--- config.mk ---
export PLATFORM = sky130hd
export DESIGN_NAME = axi4l_reg_slave
export DESIGN_NICKNAME = d
export VERILOG_FILES = /design/src/rtl/axi4l_reg_slave.sv
export SDC_FILE = /design/constraint.sdc
export NUM_CORES = 1
export LEC_CHECK = 0
export CORE_AREA = 2 2 155 157
export CTS_BUF_LIST = sky130_fd_sc_hd__clkbuf_4
export DETAILED_ROUTE_END_ITERATION = 6
export DIE_AREA = 0 0 157 159
export PLACE_DENSITY = 0.67
export SLEW_MARGIN = 20
export SYNTH_ARGS = -nofsm -noshare
export SYNTH_HDL_FRONTEND = slang
export SYNTH_SLANG_ARGS = --single-unit
--- constraint.sdc ---
create_clock -name aclk -period 3.4 [get_ports aclk]
set_clock_uncertainty 0.2 [all_clocks]
set_input_delay 0.68 -clock aclk [delete_from_list [all_inputs] [get_ports aclk]]
set_output_delay 0.68 -clock aclk [all_outputs]
set_load 0.005 [all_outputs]
--- src/rtl/axi4l_reg_slave.sv ---
// AXI4-Lite slave with a five-word register block: CTRL, STATUS, two scratch words and an ID constant.
// Write and read channels have independent two-state FSMs and can run at the same time.
module axi4l_reg_slave #(
    parameter bit [31:0] BASE_OFFSET      = 32'h80000000,
    parameter bit [31:0] BASE_OFFSET_MASK = 32'hFFFFFFE0,
    parameter bit [31:0] ID_VALUE         = 32'hA4100001
) (
    input  logic        aclk,
    input  logic        aresetn,
    input  logic [31:0] awaddr,
    input  logic        awvalid,
    output logic        awready,
    input  logic [31:0] wdata,
    input  logic [3:0]  wstrb,
    input  logic        wvalid,
    output logic        wready,
    output logic [1:0]  bresp,
    output logic        bvalid,
    input  logic        bready,
    input  logic [31:0] araddr,
    input  logic        arvalid,
    output logic        arready,
    output logic [31:0] rdata,
    output logic [1:0]  rresp,
    output logic        rvalid,
    input  logic        rready,
    output logic [31:0] ctrl,
    input  logic [31:0] status
);

    localparam logic [1:0] RESP_OKAY   = 2'b00;
    localparam logic [1:0] RESP_SLVERR = 2'b10;
    localparam logic [1:0] RESP_DECERR = 2'b11;

    typedef enum logic {W_IDLE, W_RESP} w_state_t;
    typedef enum logic {R_IDLE, R_DATA} r_state_t;

    w_state_t    w_state_reg, w_state_next;
    r_state_t    r_state_reg, r_state_next;
    logic        ready_en_reg;
    logic        aw_done_reg, aw_done_next;
    logic        w_done_reg, w_done_next;
    logic [31:0] awaddr_reg, awaddr_next;
    logic [31:0] wdata_reg, wdata_next;
    logic [3:0]  wstrb_reg, wstrb_next;
    logic [1:0]  bresp_reg, bresp_next;
    logic [31:0] rdata_reg, rdata_next;
    logic [1:0]  rresp_reg, rresp_next;
    logic [31:0] ctrl_reg, scratch0_reg, scratch1_reg;

    logic        wr_en;
    logic [31:0] wr_addr, wr_data;
    logic [3:0]  wr_strb;

    function automatic logic [1:0] decode_resp(input logic [31:0] addr, input logic is_write);
        if ((addr & BASE_OFFSET_MASK) != BASE_OFFSET)
            return RESP_DECERR;
        case (addr[4:2])
            3'd0, 3'd2, 3'd3: return RESP_OKAY;
            3'd1, 3'd4:       return is_write ? RESP_SLVERR : RESP_OKAY;
            default:          return RESP_SLVERR;
        endcase
    endfunction

    function automatic logic [31:0] merge_lanes(input logic [31:0] old_val, input logic [31:0] new_val,
                                                input logic [3:0] strb);
        logic [31:0] m;
        m = old_val;
        for (int i = 0; i < 4; i++)
            if (strb[i]) m[i*8 +: 8] = new_val[i*8 +: 8];
        return m;
    endfunction

    // Ready outputs stay low during reset and for no longer: ready_en_reg rises on the first edge after release.
    assign awready = ready_en_reg && (w_state_reg == W_IDLE) && !aw_done_reg;
    assign wready  = ready_en_reg && (w_state_reg == W_IDLE) && !w_done_reg;
    assign arready = ready_en_reg && (r_state_reg == R_IDLE);
    assign bvalid  = (w_state_reg == W_RESP);
    assign rvalid  = (r_state_reg == R_DATA);
    assign bresp   = bresp_reg;
    assign rresp   = rresp_reg;
    assign rdata   = rdata_reg;
    assign ctrl    = ctrl_reg;

    assign wr_addr = aw_done_reg ? awaddr_reg : awaddr;
    assign wr_data = w_done_reg ? wdata_reg : wdata;
    assign wr_strb = w_done_reg ? wstrb_reg : wstrb;

    always_ff @(posedge aclk or negedge aresetn) begin
        if (!aresetn) begin
            ready_en_reg <= 1'b0;
            w_state_reg  <= W_IDLE;
            aw_done_reg  <= 1'b0;
            w_done_reg   <= 1'b0;
            awaddr_reg   <= '0;
            wdata_reg    <= '0;
            wstrb_reg    <= '0;
            bresp_reg    <= '0;
            r_state_reg  <= R_IDLE;
            rdata_reg    <= '0;
            rresp_reg    <= '0;
        end else begin
            ready_en_reg <= 1'b1;
            w_state_reg  <= w_state_next;
            aw_done_reg  <= aw_done_next;
            w_done_reg   <= w_done_next;
            awaddr_reg   <= awaddr_next;
            wdata_reg    <= wdata_next;
            wstrb_reg    <= wstrb_next;
            bresp_reg    <= bresp_next;
            r_state_reg  <= r_state_next;
            rdata_reg    <= rdata_next;
            rresp_reg    <= rresp_next;
        end
    end

    always_comb begin
        w_state_next = w_state_reg;
        aw_done_next = aw_done_reg;
        w_done_next  = w_done_reg;
        awaddr_next  = awaddr_reg;
        wdata_next   = wdata_reg;
        wstrb_next   = wstrb_reg;
        bresp_next   = bresp_reg;
        wr_en        = 1'b0;
        case (w_state_reg)
            W_IDLE: begin
                if (awvalid && awready) begin
                    aw_done_next = 1'b1;
                    awaddr_next  = awaddr;
                end
                if (wvalid && wready) begin
                    w_done_next = 1'b1;
                    wdata_next  = wdata;
                    wstrb_next  = wstrb;
                end
                // Commit on the edge that completes the pair, whichever channel arrived last.
                if ((aw_done_reg || (awvalid && awready)) && (w_done_reg || (wvalid && wready))) begin
                    wr_en        = 1'b1;
                    bresp_next   = decode_resp(wr_addr, 1'b1);
                    aw_done_next = 1'b0;
                    w_done_next  = 1'b0;
                    w_state_next = W_RESP;
                end
            end
            W_RESP: begin
                if (bready) w_state_next = W_IDLE;
            end
            default: w_state_next = W_IDLE;
        endcase
    end

    always_ff @(posedge aclk or negedge aresetn) begin
        if (!aresetn) begin
            ctrl_reg     <= '0;
            scratch0_reg <= '0;
            scratch1_reg <= '0;
        end else if (wr_en && decode_resp(wr_addr, 1'b1) == RESP_OKAY) begin
            case (wr_addr[4:2])
                3'd0:    ctrl_reg     <= merge_lanes(ctrl_reg, wr_data, wr_strb);
                3'd2:    scratch0_reg <= merge_lanes(scratch0_reg, wr_data, wr_strb);
                3'd3:    scratch1_reg <= merge_lanes(scratch1_reg, wr_data, wr_strb);
                default: ;
            endcase
        end
    end

    always_comb begin
        r_state_next = r_state_reg;
        rdata_next   = rdata_reg;
        rresp_next   = rresp_reg;
        case (r_state_reg)
            R_IDLE: begin
                if (arvalid && arready) begin
                    r_state_next = R_DATA;
                    rresp_next   = decode_resp(araddr, 1'b0);
                    rdata_next   = '0;
                    if (decode_resp(araddr, 1'b0) == RESP_OKAY) begin
                        case (araddr[4:2])
                            3'd0:    rdata_next = ctrl_reg;
                            3'd1:    rdata_next = status;
                            3'd2:    rdata_next = scratch0_reg;
                            3'd3:    rdata_next = scratch1_reg;
                            3'd4:    rdata_next = ID_VALUE;
                            default: rdata_next = '0;
                        endcase
                    end
                end
            end
            R_DATA: begin
                if (rready) r_state_next = R_IDLE;
            end
            default: r_state_next = R_IDLE;
        endcase
    end

endmodule

==> impl_metrics.json <==
{
  "critical-path-slowest-cell": "clkdlybuf4s50_1",
  "setup_viol_count_final": 0,
  "cts_repair_resized_insts": 0,
  "cp_cell_sequence": "buf_4 > nor2_1 > clkdlybuf4s50_1",
  "rows": 56,
  "grt.total_usage": 0.201,
  "endpoint_kind": "output port",
  "layoutNonFillerInstCount": 1299,
  "count_of_mapped_cells_out_of_synthesis": 671,
  "gp_routability_congestion": 0.763,
  "async_flop_share": 1.00,
  "critical-path-top-delay-family": "buffers and inverters",
  "totalWireLength_um": 24500,
  "drt-pass1-iter-count": 4,
  "critical_path_required_ps": 2520,
  "vias_per_cell": 5.21,
  "initialDrtViolationCount": 365,
  "rsz_0062_raised_after_global_routing": "no",
  "startpoint_type": "flip-flop",
  "yosysUniqueCellTypes": 41,
  "total_i_o_pin_count": 212,
  "synthDominantAreaCellType": "dfrtp_1",
  "yosys_warnings": 0,
  "power.ir.vdd_worst_mv": 0.210,
  "cts-buffers-inserted": 55,
  "route.vias.total": 6769,
  "die_width_um": 157,
  "die_area_um2": 25000,
  "routedWlPerCell_um": 18.9,
  "fin_total_pwr_uw": 6730,
  "clk_latency_ps": 640,
  "status": "finished, final reports clean",
  "max_cap_viol_count": 0,
  "floorplan.core_area_um2": 23200,
  "htree_levels": 2,
  "dpl.hpwl_um": 17000,
  "yosys.cell_count.top_type": "dfrtp_1",
  "grt_antenna_before_repair": 1,
  "synth_flop_cell": "dfrtp_1",
  "hold_violations": 0,
  "synth.cells.most_frequent": "dfrtp_1, mux2_2, nand2_1, o21ai_0",
  "cts.reportedPaths.clkPinSlew_ps": 60,
  "detail_route_antenna_nets": 0,
  "area.growth.synth_to_final_pct": 38.4,
  "first_global_vias": 7150,
  "initial_utilization": 0.396,
  "critPathArrivalTime_ps": 1990,
  "number_of_pins_with_negative_max_slew_slack_in_the_final_report": 0,
  "sequential_cell_area_um2": 5080,
  "timing.hold.worst.class": "reg2reg",
  "drc": 0,
  "cts_num_sinks": 203,
  "final_worst_slack_ps": 528,
  "leakage_uw": 0.00563,
  "cellPowerDensity_nw_per_um2": 530,
  "critical_path_peak_fanout": 11,
  "critical-path-max-stage-delay_ps": 530,
  "die_height_um": 159,
  "timing.final.crit_share": 0.845,
  "detailedPlace.worstSlack_ps": -49.3,
  "post-route-min-period_ps": 2870,
  "max_transition_margin": 0.462,
  "criticalPathCategory": "reg2out",
  "synth-edff-count": 0,
  "fin_util": 0.548,
  "synth-seq-area-share": 0.554,
  "yosys_register_bits": 203,
  "achievable-frequency_mhz": 348,
  "drive_above_1_share": 0.355,
  "num-nets-final": 1080,
  "fillCellCount": 2023,
  "netlist_area_um2": 9180,
  "worst_pin_slew_ps": 806,
  "synthDominantCellAreaShare": 0.554,
  "ctsRootBufferMaster": "clkbuf_4",
  "cts_tree": "built",
  "grt.overflow.total": 0,
  "synth.top_cells.by_area": "dfrtp_1, mux2_2, nor4_4",
  "synth.avg_cell_area_um2": 13.7,
  "cp_num_buf_inv": 2,
  "dp.cells": 1202,
  "maximum_number_of_pins_on_one_net_before_global_route_repair": 96,
  "cts_max_path_buffers": 3,
  "multi_input_area_um2": 3970,
  "synth_fp_nets": 810,
  "buffer_ports.inserted": 207,
  "grt_pass1_wl_um": 39400
}
-- cell usage in the layout (no fill, tap or decap), drive strengths merged, types with 10 or more instances in the layout --
cell type and instances:
clkdlybuf4s50 206, dfrtp 203, mux2 199, clkbuf 87
nand2 43, buf 40, o21ai 31, a22o 27
a221oi 27, nor4 26, nor2 12, a21oi 10
-- kinds of logic (layout without fill, tap and decap cells) --
family | after synthesis | count (layout) | share of synthesized area
AND/OR/NAND/NOR | 116 | 116 | 0.0870
buffers and inverters | 38 | 346 | 0.0170
flip-flops | 203 | 203 | 0.554
AO/OA/AOI/OAI | 109 | 109 | 0.0867
multiplexers | 204 | 204 | 0.255
other | 1 | 2 | 0.000409
-- final cells by class --
class                           count  area share
Tap cell                          319      0.0314
Clock buffer                       86      0.0508
Clock inverter                      9     0.00266
Inverter                            3    0.000887
Timing Repair Buffer              248       0.202
Sequential cell                   203       0.400
Multi-Input combinational cell    430       0.312
Antenna cell                        1    0.000197
-- layer usage --
metal	GRT usage	wire, um	up-vias
met4	0.0517	299	0
met2	0.326	11700	214
met5	0	0	-
li1	-	-	3123
met1	0.272	10900	3406
met3	0.0482	1490	26
-- through the flow --
step | TNS, ps | area [um^2] | hold slack (ps)
6_report | 0 | 12700 | 274
5_1_grt | 0 | 12700 | 294
4_1_cts | 0 | 12700 | 280
3_5_place_dp | -643 | 12000 | 266
3_3_place_gp | -161 | 12000 | 261
2_1_floorplan | 0 | 9180 | 184
-- where the power goes --
group	total, uW	internal (uW)	switching [uW]
Clock	2090	1130	959
Combinational	1550	872	676
Sequential	3090	2840	248
Total	6730	4840	1880
-- final timing paths --
path / start / end / slack (ps) / depth (start not counted)
setup / recovery: aw_done_reg / awready / 530 / 3
hold / removal: rdata[0] / rdata[0] / 270 / 1
setup reg to reg: aw_done_reg / scratch0_reg[5] / 610 / 7
hold reg to reg: rdata[0] / rdata[0] / 270 / 1
max in group asynchronous: aresetn / scratch1_reg[17] / 1700 / 3
min in group asynchronous: aresetn / awaddr_reg[16] / 510 / 2
-- timing repair --
item,4_1_cts,5_1_grt
setup buffers,0,0
hold buffers,1,0
hold endpoints to repair,91,0
(Power assumes the default switching activity.)
